`src/rtl/scoreboard_pkg.sv`:
```
// Shared types and constants for the scoreboard game-clock path.
package scoreboard_pkg;

    typedef enum logic [2:0] {
        ST_IDLE      = 3'd0,
        ST_RUN       = 3'd1,
        ST_PAUSE     = 3'd2,
        ST_EXPIRED   = 3'd3,
        ST_GAME_OVER = 3'd4
    } state_t;

    localparam int SEC_MAX   = 59;
    localparam int DIV_50MHZ = 50_000_000;

endpackage

```
`src/rtl/tick_prescaler.sv`:
```
// Gated, clearable modulo-DIV counter; tick strobes on the wrap cycle while enabled.
module tick_prescaler
    import scoreboard_pkg::*;
#(
    parameter int DIV = DIV_50MHZ
) (
    input  logic clock_in,
    input  logic reset,
    input  logic enable,
    input  logic clear,
    output logic tick
);

    localparam int CW = $clog2(DIV);
    localparam logic [CW-1:0] LAST = CW'(DIV - 1);

    logic [CW-1:0] cnt_reg;

    assign tick = enable && (cnt_reg == LAST);

    // Holding while disabled keeps a partial second across a pause.
    always_ff @(posedge clock_in) begin
        if (reset || clear) begin
            cnt_reg <= '0;
        end else if (enable) begin
            cnt_reg <= tick ? '0 : cnt_reg + 1'b1;
        end
    end

endmodule

```
`src/rtl/game_clock_ctrl.sv`:
```
// Countdown game clock: MM:SS timer, quarter tracking and horn, driven by a 1 Hz prescaler.
module game_clock_ctrl
    import scoreboard_pkg::*;
#(
    parameter int DIV          = DIV_50MHZ,
    parameter int PRESET_MIN   = 10,
    parameter int PRESET_SEC   = 0,
    parameter int BUZZ_CYCLES  = 100_000_000,
    parameter int NUM_QUARTERS = 4
) (
    input  logic       clock_in,
    input  logic       reset,
    input  logic       start_pause,
    input  logic       load,
    output logic [3:0] minutes,
    output logic [5:0] seconds,
    output logic [2:0] quarter,
    output logic       running,
    output logic       expired,
    output logic       game_over,
    output logic       buzzer,
    output logic       tick
);

    localparam int BW = $clog2(BUZZ_CYCLES + 1);

    state_t          state_reg;
    logic [3:0]      min_reg;
    logic [5:0]      sec_reg;
    logic [2:0]      quarter_reg;
    logic            tick_reg;
    logic            buzzer_reg;
    logic [BW-1:0]   buzz_cnt_reg;

    logic [3:0]      dec_min;
    logic [5:0]      dec_sec;
    logic            dec_zero;
    logic            pre_tick;
    logic            load_act;
    logic            expire_now;

    always_comb begin
        dec_min = min_reg;
        dec_sec = sec_reg;
        if (sec_reg != 6'd0) begin
            dec_sec = sec_reg - 6'd1;
        end else if (min_reg != 4'd0) begin
            dec_min = min_reg - 4'd1;
            dec_sec = 6'(SEC_MAX);
        end
        dec_zero = (dec_min == 4'd0) && (dec_sec == 6'd0);
    end

    assign load_act   = load && (state_reg != ST_GAME_OVER);
    assign expire_now = (state_reg == ST_RUN) && !load && pre_tick && dec_zero;

    tick_prescaler #(.DIV(DIV)) u_prescaler (
        .clock_in (clock_in),
        .reset    (reset),
        .enable   (state_reg == ST_RUN),
        .clear    (load_act || expire_now),
        .tick     (pre_tick)
    );

    always_ff @(posedge clock_in) begin
        if (reset) begin
            state_reg    <= ST_IDLE;
            min_reg      <= 4'(PRESET_MIN);
            sec_reg      <= 6'(PRESET_SEC);
            quarter_reg  <= 3'd1;
            tick_reg     <= 1'b0;
            buzzer_reg   <= 1'b0;
            buzz_cnt_reg <= '0;
        end else begin
            tick_reg <= 1'b0;
            // Horn runs to completion regardless of loads; expiry reloads it below.
            if (buzz_cnt_reg != '0) begin
                buzz_cnt_reg <= buzz_cnt_reg - 1'b1;
                buzzer_reg   <= (buzz_cnt_reg > BW'(1));
            end

            case (state_reg)
                ST_IDLE, ST_PAUSE: begin
                    if (load) begin
                        min_reg   <= 4'(PRESET_MIN);
                        sec_reg   <= 6'(PRESET_SEC);
                        state_reg <= ST_IDLE;
                    end else if (start_pause) begin
                        state_reg <= ST_RUN;
                    end
                end
                ST_RUN: begin
                    if (load) begin
                        min_reg   <= 4'(PRESET_MIN);
                        sec_reg   <= 6'(PRESET_SEC);
                        state_reg <= ST_IDLE;
                    end else if (pre_tick) begin
                        min_reg  <= dec_min;
                        sec_reg  <= dec_sec;
                        tick_reg <= 1'b1;
                        if (dec_zero) begin
                            state_reg    <= ST_EXPIRED;
                            buzz_cnt_reg <= BW'(BUZZ_CYCLES);
                            buzzer_reg   <= 1'b1;
                        end else if (start_pause) begin
                            state_reg <= ST_PAUSE;
                        end
                    end else if (start_pause) begin
                        state_reg <= ST_PAUSE;
                    end
                end
                ST_EXPIRED: begin
                    if (load) begin
                        if (quarter_reg < 3'(NUM_QUARTERS)) begin
                            quarter_reg <= quarter_reg + 3'd1;
                            min_reg     <= 4'(PRESET_MIN);
                            sec_reg     <= 6'(PRESET_SEC);
                            state_reg   <= ST_IDLE;
                        end else begin
                            state_reg <= ST_GAME_OVER;
                        end
                    end
                end
                default: begin
                    state_reg <= state_reg;
                end
            endcase
        end
    end

    assign minutes   = min_reg;
    assign seconds   = sec_reg;
    assign quarter   = quarter_reg;
    assign running   = (state_reg == ST_RUN);
    assign expired   = (state_reg == ST_EXPIRED);
    assign game_over = (state_reg == ST_GAME_OVER);
    assign buzzer    = buzzer_reg;
    assign tick      = tick_reg;

endmodule

```
`config.mk`:
```
export PLATFORM = sky130hd
export DESIGN_NAME = game_clock_ctrl
export DESIGN_NICKNAME = d
export VERILOG_FILES = /design/src/rtl/scoreboard_pkg.sv /design/src/rtl/tick_prescaler.sv /design/src/rtl/game_clock_ctrl.sv
export SDC_FILE = /design/constraint.sdc
export NUM_CORES = 1
export LEC_CHECK = 0
export CAP_MARGIN = 5
export CORE_MARGIN = 2
export CORE_UTILIZATION = 60
export CTS_CLUSTER_SIZE = 25
export DETAILED_ROUTE_END_ITERATION = 8
export PLACE_DENSITY = 0.8
export SKIP_LAST_GASP = 1
export SLEW_MARGIN = 20
export SYNTH_ARGS = -nofsm -noshare
export SYNTH_HDL_FRONTEND = slang
export SYNTH_HIERARCHICAL = 1
export SYNTH_SLANG_ARGS = --single-unit
```
`constraint.sdc`:
```
create_clock -name clock_in -period 9.7 [get_ports clock_in]
set_input_delay 1.94 -clock clock_in [delete_from_list [all_inputs] [get_ports clock_in]]
set_output_delay 1.94 -clock clock_in [all_outputs]
set_load 0.005 [all_outputs]
```
**Word level (Yosys, flattened, before mapping)**

Cells that the tools add are included.

- Bits in registers: 71
- Input port bits: 4
- Output and inout bits: 18

- Add/sub/neg operators: 5
- Order comparisons: 2
- Equality and inequality tests: 11
- Muxes and demuxes: 37
- Bitwise gates (word level): 1
- Reductions and logical operators: 21

Operators by type and width:

| kind | number |
|---|---|
| $mux W27 | 5 |
| $mux W6 | 7 |
| $mux W4 | 7 |
| $gt A27 B1 Y1 const B | 1 |
| $reduce_bool A27 Y1 | 1 |
| $sub A27 B1 Y27 const B | 1 |
| $add A26 B1 Y26 const B | 1 |
| $eq A26 B26 Y1 const B | 1 |
| $mux W26 | 1 |
| $mux W3 | 8 |
| $pmux W6 S3 | 1 |
| $pmux W4 S3 | 1 |
| $ne A3 B3 Y1 const B | 3 |
| $pmux W3 S3 | 1 |
| $eq A3 B2 Y1 const B | 2 |
| $logic_and A1 B1 Y1 | 6 |
| $logic_not A6 Y1 | 1 |
| $mux W1 | 6 |
| $reduce_and A3 Y1 | 2 |
| $reduce_bool A6 Y1 | 1 |
| $sub A6 B1 Y6 const B | 1 |
| $reduce_and A5 Y1 | 1 |
| $logic_not A4 Y1 | 1 |
| $ne A2 B2 Y1 const B | 2 |
| other kinds (14) | 15 |

**Longest topological paths before layout**

Gate-level depths: netlist of the first run.

- Depth in word-level cells: 9
- Mapped depth: 15
- Depth with buffers taken out: 11

**Modules after synthesis**

The synthesis of the first run kept the hierarchy.

Modules (own cells, without submodules):

| module | times used | cells an instance | area each (um2) | seq. area each (um2) |
|---|---|---|---|---|
| game_clock_ctrl | 1 | 305 | 2,461.1 | 900.9 |
| tick_prescaler | 1 | 156 | 1,343.8 | 520.5 |

**Worst setup path after synthesis of the first run**

OpenSTA, ideal clock, no wires.

- Path kind: input to register
- Start: input port load
- End: register u_prescaler.cnt_reg[21]
- Setup time: 0.125 ns
- Arrival time: 3.900 ns
- Data required time: 9.575 ns
- Slack: 5.675 ns
- Stages: 11
- Cell sequence: clkbuf_1 > inv_1 > nand3_1 > a311oi_1 > nand4_1 > clkbuf_1 > o21ai_0 > nor2_1 > o31ai_2 > buf_2 > a21oi_1

- Cells in the longest elaborated chain, start to end: 6
- Elaborated cells on any way between the ends: 7

RTL lines:

| item | line | RTL |
|---|---|---|
| from (decl) | game_clock_ctrl.sv:14 | `input logic load,` |
| $logic_not A1 Y1 | game_clock_ctrl.sv:55 | `assign expire_now = (state_reg == ST_RUN) && !load && pre_tick && dec_zero;` |
| $logic_and A1 B1 Y1 (3 in a row) | game_clock_ctrl.sv:55 |  |
| $logic_or A1 B1 Y1 * | game_clock_ctrl.sv:61 | `.clear (load_act \|\| expire_now),` |
| $logic_or A1 B1 Y1 * | tick_prescaler.sv:23 | `if (reset \|\| clear) begin` |
| to (signal assigned) | tick_prescaler.sv:26 | `cnt_reg <= tick ? '0 : cnt_reg + 1'b1;` |
| to (decl) | tick_prescaler.sv:17 | `logic [CW-1:0] cnt_reg;` |

Every way passes the cells marked *; elsewhere a longest branch is shown, timed or not.
A chain may end at the register's enable or synchronous reset.

**Final worst setup path of the first run**

- Start: register state_reg[0]
- End: register u_prescaler.cnt_reg[7]

- Cells in the longest elaborated chain, start to end: 6
- Elaborated cells on any way between the ends: 10

RTL lines:

| item | line | RTL |
|---|---|---|
| from (decl) | game_clock_ctrl.sv:27 | `state_t state_reg;` |
| from (signal assigned) | game_clock_ctrl.sv:125 | `state_reg <= state_reg;` |
| $eq A3 B1 Y1 * | game_clock_ctrl.sv:60 | `.enable (state_reg == ST_RUN),` |
| $logic_and A1 B1 Y1 * | tick_prescaler.sv:19 | `assign tick = enable && (cnt_reg == LAST);` |
| net pre_tick | game_clock_ctrl.sv:38 | `logic pre_tick;` |
| $logic_and A1 B1 Y1 (2 in a row) | game_clock_ctrl.sv:55 |  |
| $logic_or A1 B1 Y1 | game_clock_ctrl.sv:61 |  |
| $logic_or A1 B1 Y1 | tick_prescaler.sv:23 |  |

Mark *: on every way through the listed nets, which the timed path passes. The rest lies on a longest branch.

==> Implementation_results.wiki, run 1 <==
{| class="wikitable"
! Metric !! Value
|-
| Number of buffers and inverters on the critical path || 1
|-
| Clock-pin slew on the worst setup and hold paths || 70 ps
|-
| Number of slew-limit violations in the final report || 0
|-
| Final worst-path cycle share || 49.37%
|-
| Worst slew margin relative to its limit || 37.21%
|-
| Most area-hungry cell type in the Yosys netlist || sky130_fd_sc_hd__dfxtp_1
|-
| Highest achievable clock rate || 208.8 MHz
|-
| Netlist area before placement || 3805 um^2
|-
| Proportion of layout cells with a drive suffix above 1 || 8.805%
|-
| Post-CTS Setup Bufs || 0
|-
| Core Rows || 29
|-
| Actual slew at the worst max-slew pin || 939.9 ps
|-
| Final number of hold-violating endpoints || 0
|-
| Area growth from synthesis to layout || 12.13%
|-
| HPWL Detailed || 5.636 mm
|-
| Antenna violations before repair || 0
|-
| Peak fanout along the critical path || 22
|-
| Number of DRC violations after detailed-routing iteration 0 || 350
|-
| Number of inserted diodes || 0
|-
| Via count || 3552
|-
| Netlist cell types || 63
|-
| Count of port buffers added during placement || 21
|-
| Slowest cell on the critical path || sky130_fd_sc_hd__nor3b_1
|-
| Clock tree from TritonCTS || done
|-
| Sequential fraction of the synthesis area || 37.36%
|-
| Status || finished, final reports clean
|-
| Final net count || 482
|-
| Number of primary I/O pins || 22
|-
| Crit path capture type || flip-flop
|-
| Starting density of the core || 60.97%
|-
| Latest clock arrival within the worst-skew pair || 340 ps
|-
| Max-cap violations || 0
|-
| Sinks on Clock Net || 71
|-
| Most common library cell in the layout ignoring fill and taps || sky130_fd_sc_hd__dfxtp_1
|-
| Clock H-tree levels || 3
|-
| Wire length of the first global-routing pass || 14.42 mm
|-
| Maximum number of buffers from clock root to sink || 2
|-
| Post-Syn Nets || 471
|-
| Setup violators final || 0
|-
| RSZ-0062 raised after global routing || false
|-
| ANT nets after route || 0
|-
| Post-CTS sizing || 0
|-
| Required time reported for the critical path endpoint || 9920 ps
|-
| Cell count after placement || 538
|-
| Final worst path period need || 4789 ps
|-
| Placeable core area || 6241 um^2
|-
| Final estimated routing congestion in global placement || 0.9089
|-
| Commonest non-fill, non-tap cells in the layout || sky130_fd_sc_hd__dfxtp_1 (71), sky130_fd_sc_hd__nor2_1 (44), sky130_fd_sc_hd__a21oi_1 (36), sky130_fd_sc_hd__o21ai_0 (33), sky130_fd_sc_hd__nand2_1 (22)
|-
| Flip-flop count of the largest register after layout || 27
|-
| Most frequent cell on the critical path || sky130_fd_sc_hd__nor2_1
|-
| Share of the synthesized area in the top cell type || 37.36%
|-
| Sort of element at the start of the critical path || flip-flop
|-
| Total length of routed wires || 8.390 mm
|-
| Biggest area contributors in the synthesized netlist || sky130_fd_sc_hd__dfxtp_1 (37%), sky130_fd_sc_hd__a21oi_1 (4.7%), sky130_fd_sc_hd__nor2_1 (4.4%), sky130_fd_sc_hd__o21ai_0 (4.3%), sky130_fd_sc_hd__xor2_1 (3.9%)
|-
| Overall die area || 6995 um^2
|-
| Cell Chain, Critical Path || nor3b_1 -> and3_1 -> nand2_1 -> nor3_1 -> nand3_1 -> a311oi_1 -> nand4_1 -> o21ai_0 -> nor2_1 -> o31ai_2 -> buf_4 -> nor2_1
|-
| Async set-reset flop share out of synthesis || 0%
|-
| GRT Total Usage || 24.61%
|-
| Crit path arrival time || 5010 ps
|-
| Post-Route Skew || 8.034 ps
|-
| Power density relative to cell area || 237.0 nW/um^2
|-
| X dimension of the die || 83.64 um
|-
| Number of standard cells after synthesis || 461
|-
| Synthesized area per cell || 8.254 um^2
|-
| Type of the worst setup path || flip-flop to flip-flop
|-
| Number of buffers inserted by hold repair at cts || 0
|-
| Slowest stage delay, CP || 800 ps
|-
| Overflow left after global routing || 0
|-
| Leakage power summed over all cells || 1.497 nW
|-
| Main synth FF type || sky130_fd_sc_hd__dfxtp_1
|-
| Clk root buf || sky130_fd_sc_hd__clkbuf_8
|-
| Worst hold path type || flip-flop to flip-flop
|-
| Vias in the first global route || 3187
|-
| Clock buffers created by TritonCTS || 9
|-
| Final cell count without fillers || 554
|-
| Worst hold slack || 487.7 ps
|-
| Post-route DRC || 0
|-
| Number of enable-type register cells in the synthesized netlist || 0
|-
| Vertical die dimension || 83.64 um
|-
| Pin count of the biggest net entering global routing || 32
|-
| Wire length per cell after detailed routing || 15.14 um
|-
| Via density per instance || 6.412
|-
| FILL cells || 535
|-
| Maximum resistive drop on vdd || 0.2464 mV
|-
| Setup tns final || 0 ps
|-
| Yosys warnings || 6
|-
| Number of detailed-routing iterations run before antenna repair || 5
|-
| Family of cells with the greatest summed delay on the critical path || simple AND/OR/NAND/NOR gates
|-
| Number of synthesized register bits || 71
|}
[cells by family (layout without fill, tap and decap cells)]
group	Yosys count	count (layout)	share of synthesized area (%)
AO/OA/AOI/OAI	117	117	18.97
XOR/XNOR	23	23	5.294
AND/OR/NAND/NOR	207	207	31.73
buffers and inverters	35	51	4.110
multiplexers	2	2	0.5590
flip-flops	71	71	37.36
adder cells (fa/ha/maj)	6	6	1.973
[layout make-up]
class	instances	area (um^2)	area share [%]
Multi-Input combinational cell	355	2230	52.26
Sequential cell	71	1421	33.31
Timing Repair Buffer	24	232.7	5.455
Clock buffer	11	141.4	3.314
Clock inverter	5	103.9	2.434
Tap cell	77	96.34	2.258
Inverter	11	41.29	0.9677
[layer usage]
layer  wire length, um  track usage [%]
met3               378            4.748
met2              4071            40.00
met1              3840            32.96
met4                99            8.211
met5                 0                0
[per-stage QoR]
| step | power (mW) | util, % | setup slack, ps | instance area [um^2] |
|---|---|---|---|---|
| final | 1.011 | 68.36 | 4911 | 4267 |
| after global routing | 1.078 | 68.36 | 4375 | 4267 |
| after CTS | 1.011 | 68.32 | 4998 | 4264 |
| after detailed placement | 0.7194 | 64.39 | 4639 | 4019 |
| after global placement | 0.7077 | 64.39 | 4755 | 4019 |
| after floorplan | 0.6583 | - | 5675 | 3805 |
[worst min-delay path, stage by stage, from the launching register on]
cell and delay (ps):
sky130_fd_sc_hd__dfxtp_1 310, sky130_fd_sc_hd__nand2_1 50, sky130_fd_sc_hd__a31oi_1 70
[worst paths after layout]
kind	cells past startpoint	end	start	slack [ps]
setup / recovery	12	u_prescaler/cnt_reg[7]	state_reg[0]	4910
hold reg to reg	2	buzzer	buzzer	490
setup reg to reg	12	u_prescaler/cnt_reg[7]	state_reg[0]	4910
hold / removal	2	buzzer	buzzer	490
[power breakdown]
part	leakage, nW	internal [mW]	switching, mW
combinational	0.798	0.145	0.205
sequential	0.576	0.331	0.0415
clock	0.124	0.178	0.111
[synth_stat cells (all sizes together) (6+ instances only)]
library cell  instances
dfxtp                71
nor2                 45
a21oi                38
o21ai                33
nand2                22
or4                  21
or3                  20
nand3                18
xor2                 17
nor3                 14
clkbuf               13
nand4                12
o31ai                12
buf                  11
inv                  11
a31oi                10
nor4                  8
or2                   8
ha                    6
nand2b                6
nor3b                 6
xnor2                 6
(Power assumes the default switching activity.)
==> inputs of run 2 (changes only) <==
Clock period 9.7 ns to 4.5 ns, I/O delays scaled along.
==> Implementation_results.wiki, run 2 (same netlist as run 1, synthesis figures left out) <==
{| class="wikitable"
! Metric !! Value
|-
| Status || finished, final reports clean
|-
| Pin count of the biggest net entering global routing || 32
|-
| Core utilization of the finished layout || 68.14%
|-
| Worst hold slack || 481.7 ps
|-
| Setup violators final || 0
|-
| RSZ-0062 raised after global routing || false
|-
| Slowest cell on the critical path || sky130_fd_sc_hd__a311oi_1
|-
| Actual slew at the worst max-slew pin || 786.6 ps
|-
| Final estimated routing congestion in global placement || 0.9910
|-
| Antenna violations before repair || 0
|-
| Count of port buffers added during placement || 21
|-
| Number of detailed-routing iterations run before antenna repair || 5
|-
| Number of inserted diodes || 0
|-
| Internal power || 1.330 mW
|-
| Clock-pin slew on the worst setup and hold paths || 80 ps
|-
| Fraction of power consumed by sequential logic || 38.1%
|-
| Most common library cell in the layout ignoring fill and taps || sky130_fd_sc_hd__dfxtp_1
|-
| Worst slew margin relative to its limit || 47.45%
|-
| Number of DRC violations after detailed-routing iteration 0 || 246
|-
| Maximum number of buffers from clock root to sink || 2
|-
| Post-route DRC || 0
|-
| Clock power frac || 25.6%
|-
| Wire length of the first global-routing pass || 14.70 mm
|-
| Cell area reported after detailed placement || 4034 um^2
|-
| Overall power after layout || 2.108 mW
|-
| X dimension of the die || 83.64 um
|-
| Cell Chain, Critical Path || nor3b_1 -> and3_1 -> nand2_1 -> nor3_1 -> nand3_1 -> a311oi_1 -> nand4_1 -> buf_4 -> o21ai_0 -> nor2_1 -> o31ai_2 -> buf_4 -> nor2_1
|-
| Vias in the first global route || 3413
|-
| Worst Setup Slack, final || 801.6 ps
|-
| Switching component of the power || 0.7786 mW
|-
| Wire length per cell after detailed routing || 15.14 um
|-
| Starting density of the core || 60.97%
|-
| Worst hold path type || flip-flop to flip-flop
|-
| Number of slew-limit violations in the final report || 0
|-
| HPWL Detailed || 5.879 mm
|-
| Pre-CTS setup slack || 884.6 ps
|-
| Via count || 3581
|-
| Area growth from synthesis to layout || 11.77%
|-
| Proportion of layout cells with a drive suffix above 1 || 9.395%
|-
| Type of the worst setup path || flip-flop to flip-flop
|-
| Cell count after placement || 540
|-
| R2R depth || 13
|-
| Clk root buf || sky130_fd_sc_hd__clkbuf_8
|-
| Power density relative to cell area || 495.7 nW/um^2
|-
| Final worst-path cycle share || 82.19%
|-
| Crit path capture type || flip-flop
|-
| Overflow left after global routing || 0
|-
| Final worst path period need || 3698 ps
|-
| Maximum resistive drop on vdd || 0.4076 mV
|-
| Crit path arrival time || 3920 ps
|-
| Hold Crit Endpoint || buzz_cnt_reg[26]
|-
| ANT nets after route || 0
|-
| Capture instance of the worst register-to-register path || u_prescaler/cnt_reg[8]
|-
| Via density per instance || 6.441
|-
| Vertical die dimension || 83.64 um
|-
| Worst flop-to-flop path startpoint || state_reg[0]
|-
| Peak fanout along the critical path || 22
|-
| Overall die area || 6995 um^2
|-
| Sinks on Clock Net || 71
|-
| Number of buffers inserted by hold repair at cts || 0
|-
| Cells on Worst Hold Path || 2
|-
| Post-Route Skew || 10.07 ps
|-
| Post-CTS sizing || 0
|-
| Total length of routed wires || 8.418 mm
|-
| Critical hold path startpoint || buzz_cnt_reg[26]
|-
| Clock buffers created by TritonCTS || 9
|-
| Clock H-tree levels || 3
|-
| Flip-flop count of the largest register after layout || 27
|-
| Placeable core area || 6241 um^2
|-
| Register-to-register setup slack || 800 ps
|-
| Commonest non-fill, non-tap cells in the layout || sky130_fd_sc_hd__dfxtp_1 (71), sky130_fd_sc_hd__nor2_1 (44), sky130_fd_sc_hd__a21oi_1 (36), sky130_fd_sc_hd__o21ai_0 (33), sky130_fd_sc_hd__nand2_1 (22)
|-
| Final number of hold-violating endpoints || 0
|-
| Post-CTS Setup Bufs || 0
|-
| Final net count || 484
|-
| Sort of element at the start of the critical path || flip-flop
|-
| Switching Share || 36.93%
|-
| Slowest stage delay, CP || 450 ps
|-
| Number of primary I/O pins || 22
|-
| Required time reported for the critical path endpoint || 4720 ps
|-
| Core Rows || 29
|-
| Highest achievable clock rate || 270.4 MHz
|-
| Clock tree from TritonCTS || done
|-
| Summed area of non-filler cells in the final layout || 4253 um^2
|-
| Logic pwr share || 36.3%
|-
| GRT Total Usage || 24.86%
|-
| Latest clock arrival within the worst-skew pair || 330 ps
|-
| Max-cap violations || 0
|-
| Leakage power summed over all cells || 1.492 nW
|-
| Setup tns final || 0 ps
|-
| Final cell count without fillers || 556
|}
[run 2: worst max-delay path, delay by kind of cell (launching register included)]
| kind | cells | cell delay, ps |
|---|---|---|
| buffers and inverters | 2 | 510 |
| AND/OR/NAND/NOR | 8 | 1940 |
| flip-flops | 1 | 440 |
| AO/OA/AOI/OAI | 3 | 680 |
[run 2: worst max path at each step]
stage | startpoint | to | slack, ps | cells past startpoint
floorplan | state_reg[1] | u_prescaler/cnt_reg[21] | 760 | 15
global placement | load | u_prescaler/cnt_reg[12] | 1080 | 11
detailed placement | state_reg[0] | u_prescaler/cnt_reg[8] | 880 | 13
CTS | state_reg[0] | u_prescaler/cnt_reg[8] | 850 | 13
global route | state_reg[0] | u_prescaler/cnt_reg[10] | 420 | 13
finish | state_reg[0] | u_prescaler/cnt_reg[8] | 800 | 13
[run 2: area by class of cell]
| class | instances | area (um^2) |
|---|---|---|
| Multi-Input combinational cell | 355 | 2230 |
| Fill cell | 530 | 1988 |
| Sequential cell | 71 | 1421 |
| Timing Repair Buffer | 26 | 247.7 |
| Clock buffer | 12 | 165.2 |
| Tap cell | 77 | 96.34 |
| Clock inverter | 4 | 51.30 |
| Inverter | 11 | 41.29 |
[run 2: layer usage]
metal,routed length (um),track usage (%),vias up,part of all wire (%)
met5,0,0,-,0
met4,92,9.677,0,1.1
met3,431,4.451,12,5.1
met2,4097,42.25,104,49
met1,3797,31.32,1704,45
li1,-,-,1761,-
[run 2: power groups by stage]
stage | registers (mW) | clock network, mW | logic (mW)
2_1_floorplan | 0.786 | 0 | 0.633
3_3_place_gp | 0.811 | 0 | 0.712
3_5_place_dp | 0.815 | 0 | 0.758
4_1_cts | 0.802 | 0.554 | 0.759
5_1_grt | 0.819 | 0.578 | 0.869
6_report | 0.804 | 0.539 | 0.766
==> inputs of run 3 (changes only) <==
Settings changed: CORE_UTILIZATION 60 to 54, PLACE_DENSITY 0.8 to 0.76.
Clock period 4.5 ns to 3.3 ns, I/O delays scaled along.
==> Implementation_results.wiki, run 3 (same netlist as run 1, synthesis figures left out) <==
{| class="wikitable"
! Metric !! Value
|-
| Type of the worst setup path || flip-flop to flip-flop
|-
| Setup tns final || 0 ps
|-
| Internal power || 1.852 mW
|-
| Final worst-path cycle share || 87.43%
|-
| Power density relative to cell area || 665.6 nW/um^2
|-
| Via count || 3523
|-
| Maximum resistive drop on vdd || 0.5765 mV
|-
| Clk root buf || sky130_fd_sc_hd__clkbuf_8
|-
| Number of primary I/O pins || 22
|-
| Routing usage on met1 || 31.16%
|-
| Clock-pin slew on the worst setup and hold paths || 70 ps
|-
| Clock tree from TritonCTS || done
|-
| Switching Share || 36.06%
|-
| Final number of hold-violating endpoints || 0
|-
| Crit path arrival time || 3110 ps
|-
| Number of slew-limit violations in the final report || 0
|-
| Logic pwr share || 35.4%
|-
| Core utilization of the finished layout || 64.07%
|-
| Number of DRC violations after detailed-routing iteration 0 || 224
|-
| Register-to-register setup slack || 410 ps
|-
| FF+latch area || 1421 um^2
|-
| Pin count of the biggest net entering global routing || 26
|-
| GRT Total Usage || 23.56%
|-
| Setup violators final || 0
|-
| X dimension of the die || 87.94 um
|-
| Via density per instance || 6.064
|-
| Cells on Worst Hold Path || 2
|-
| Hold Crit Endpoint || buzz_cnt_reg[26]
|-
| Cell count after placement || 565
|-
| Worst flop-to-flop path startpoint || state_reg[0]
|-
| Post-Route Skew || 9.791 ps
|-
| Placeable core area || 6794 um^2
|-
| Max-cap violations || 0
|-
| Flip-flop count of the largest register after layout || 27
|-
| Post-CTS sizing || 0
|-
| Latest clock arrival within the worst-skew pair || 350 ps
|-
| Met3 Use GR || 3.393%
|-
| Post-route DRC || 0
|-
| Critical hold path startpoint || buzz_cnt_reg[26]
|-
| Cell area reported after detailed placement || 4125 um^2
|-
| Switching component of the power || 1.045 mW
|-
| Actual slew at the worst max-slew pin || 790.2 ps
|-
| Clock buffers created by TritonCTS || 9
|-
| Antenna violations before repair || 0
|-
| FILL cells || 592
|-
| Clock H-tree levels || 3
|-
| Number of buffers inserted by hold repair at cts || 0
|-
| Final cell count without fillers || 581
|-
| R2R depth || 12
|-
| Maximum number of buffers from clock root to sink || 2
|-
| Starting density of the core || 56.00%
|-
| Post-CTS Setup Bufs || 0
|-
| Clock power frac || 26.7%
|-
| Crit path capture type || flip-flop
|-
| Most common library cell in the layout ignoring fill and taps || sky130_fd_sc_hd__dfxtp_1
|-
| Worst Setup Slack, final || 414.7 ps
|-
| Final estimated routing congestion in global placement || 0.8852
|-
| Overall die area || 7733 um^2
|-
| Pre-CTS setup slack || 361.1 ps
|-
| Capture instance of the worst register-to-register path || u_prescaler/cnt_reg[20]
|-
| Global route hottest layer || met2
|-
| Count of port buffers added during placement || 21
|-
| Wire length per cell after detailed routing || 15.06 um
|-
| Worst slew margin relative to its limit || 47.01%
|-
| Summed area of non-filler cells in the final layout || 4353 um^2
|-
| Multi-input combinational cell area || 2255 um^2
|-
| ANT nets after route || 0
|-
| Highest achievable clock rate || 346.6 MHz
|-
| Final worst path period need || 2885 ps
|-
| Status || finished, final reports clean
|-
| Met2 track demand over resource in global routing || 38.84%
|-
| RSZ-0062 raised after global routing || false
|-
| Wire length of the first global-routing pass || 14.55 mm
|-
| Number of inserted diodes || 0
|-
| Overflow left after global routing || 0
|-
| Total length of routed wires || 8.748 mm
|-
| Sort of element at the start of the critical path || flip-flop
|-
| Core Rows || 30
|-
| Vias in the first global route || 3169
|-
| Sinks on Clock Net || 71
|-
| Peak fanout along the critical path || 12
|-
| Vertical die dimension || 87.94 um
|-
| Proportion of layout cells with a drive suffix above 1 || 10.93%
|-
| Required time reported for the critical path endpoint || 3530 ps
|-
| Commonest non-fill, non-tap cells in the layout || sky130_fd_sc_hd__dfxtp_1 (71), sky130_fd_sc_hd__nor2_1 (45), sky130_fd_sc_hd__a21oi_1 (36), sky130_fd_sc_hd__o21ai_0 (33), sky130_fd_sc_hd__nand2_1 (22)
|-
| Final net count || 490
|-
| Number of detailed-routing iterations run before antenna repair || 5
|-
| Area growth from synthesis to layout || 14.40%
|-
| HPWL Detailed || 6.007 mm
|-
| Fraction of power consumed by sequential logic || 37.9%
|-
| Leakage power summed over all cells || 1.524 nW
|-
| Worst hold path type || flip-flop to flip-flop
|}
==> run 3: layout make-up <==
| type | instances | share of cell area [%] |
|---|---|---|
| clock inverters | 5 | 1.868 |
| inverters | 11 | 0.9485 |
| repair buffers | 32 | 6.726 |
| flip-flops and latches | 71 | 32.65 |
| multi-input cells | 355 | 51.80 |
| clock buffers | 11 | 3.248 |
| well taps | 96 | 2.759 |
==> run 3: through the flow <==
stage          total power, mW  hold WS, ps
6_report                 2.897        484.3
4_1_cts                  2.902        484.1
2_1_floorplan            1.936        451.8
3_5_place_dp             2.119        473.9
3_3_place_gp             2.088        466.7
5_1_grt                  3.104        524.4
==> run 3: power groups by stage <==
stage | registers [mW] | logic [mW] | clock network (mW)
after global placement | 1.11 | 0.980 | 0
after floorplan | 1.07 | 0.864 | 0
final | 1.10 | 1.03 | 0.774
after global routing | 1.11 | 1.17 | 0.825
after detailed placement | 1.11 | 1.01 | 0
after CTS | 1.09 | 1.02 | 0.790
==> run 3: worst max-delay path: stages, from the launching register on <==
cell and delay (ps):
sky130_fd_sc_hd__dfxtp_1 450, sky130_fd_sc_hd__nor3b_4 240, sky130_fd_sc_hd__and3_1 210, sky130_fd_sc_hd__nand2_1 150
sky130_fd_sc_hd__nor3_2 290, sky130_fd_sc_hd__nand3_2 130, sky130_fd_sc_hd__a311oi_2 260, sky130_fd_sc_hd__nand4_1 170
sky130_fd_sc_hd__o21ai_0 140, sky130_fd_sc_hd__nor2_1 140, sky130_fd_sc_hd__o31ai_2 230, sky130_fd_sc_hd__buf_4 320
sky130_fd_sc_hd__a21oi_1 50
==> run 3: per-layer routing <==
| metal | vias to the layer above | routed length [um] |
|---|---|---|
| met5 | - | 0 |
| met3 | 13 | 295 |
| li1 | 1764 | - |
| met2 | 74 | 4160 |
| met1 | 1672 | 4155 |
| met4 | 0 | 136 |
==> run 3: worst max path at each step <==
stage	startpoint	end	slack (ps)	cells past startpoint
2_1_floorplan	state_reg[1]	u_prescaler/cnt_reg[21]	10	15
3_3_place_gp	state_reg[0]	u_prescaler/cnt_reg[22]	440	12
3_5_place_dp	load	u_prescaler/cnt_reg[19]	360	10
4_1_cts	state_reg[0]	u_prescaler/cnt_reg[20]	340	12
5_1_grt	state_reg[0]	u_prescaler/cnt_reg[20]	110	12
6_report	state_reg[0]	u_prescaler/cnt_reg[20]	410	12
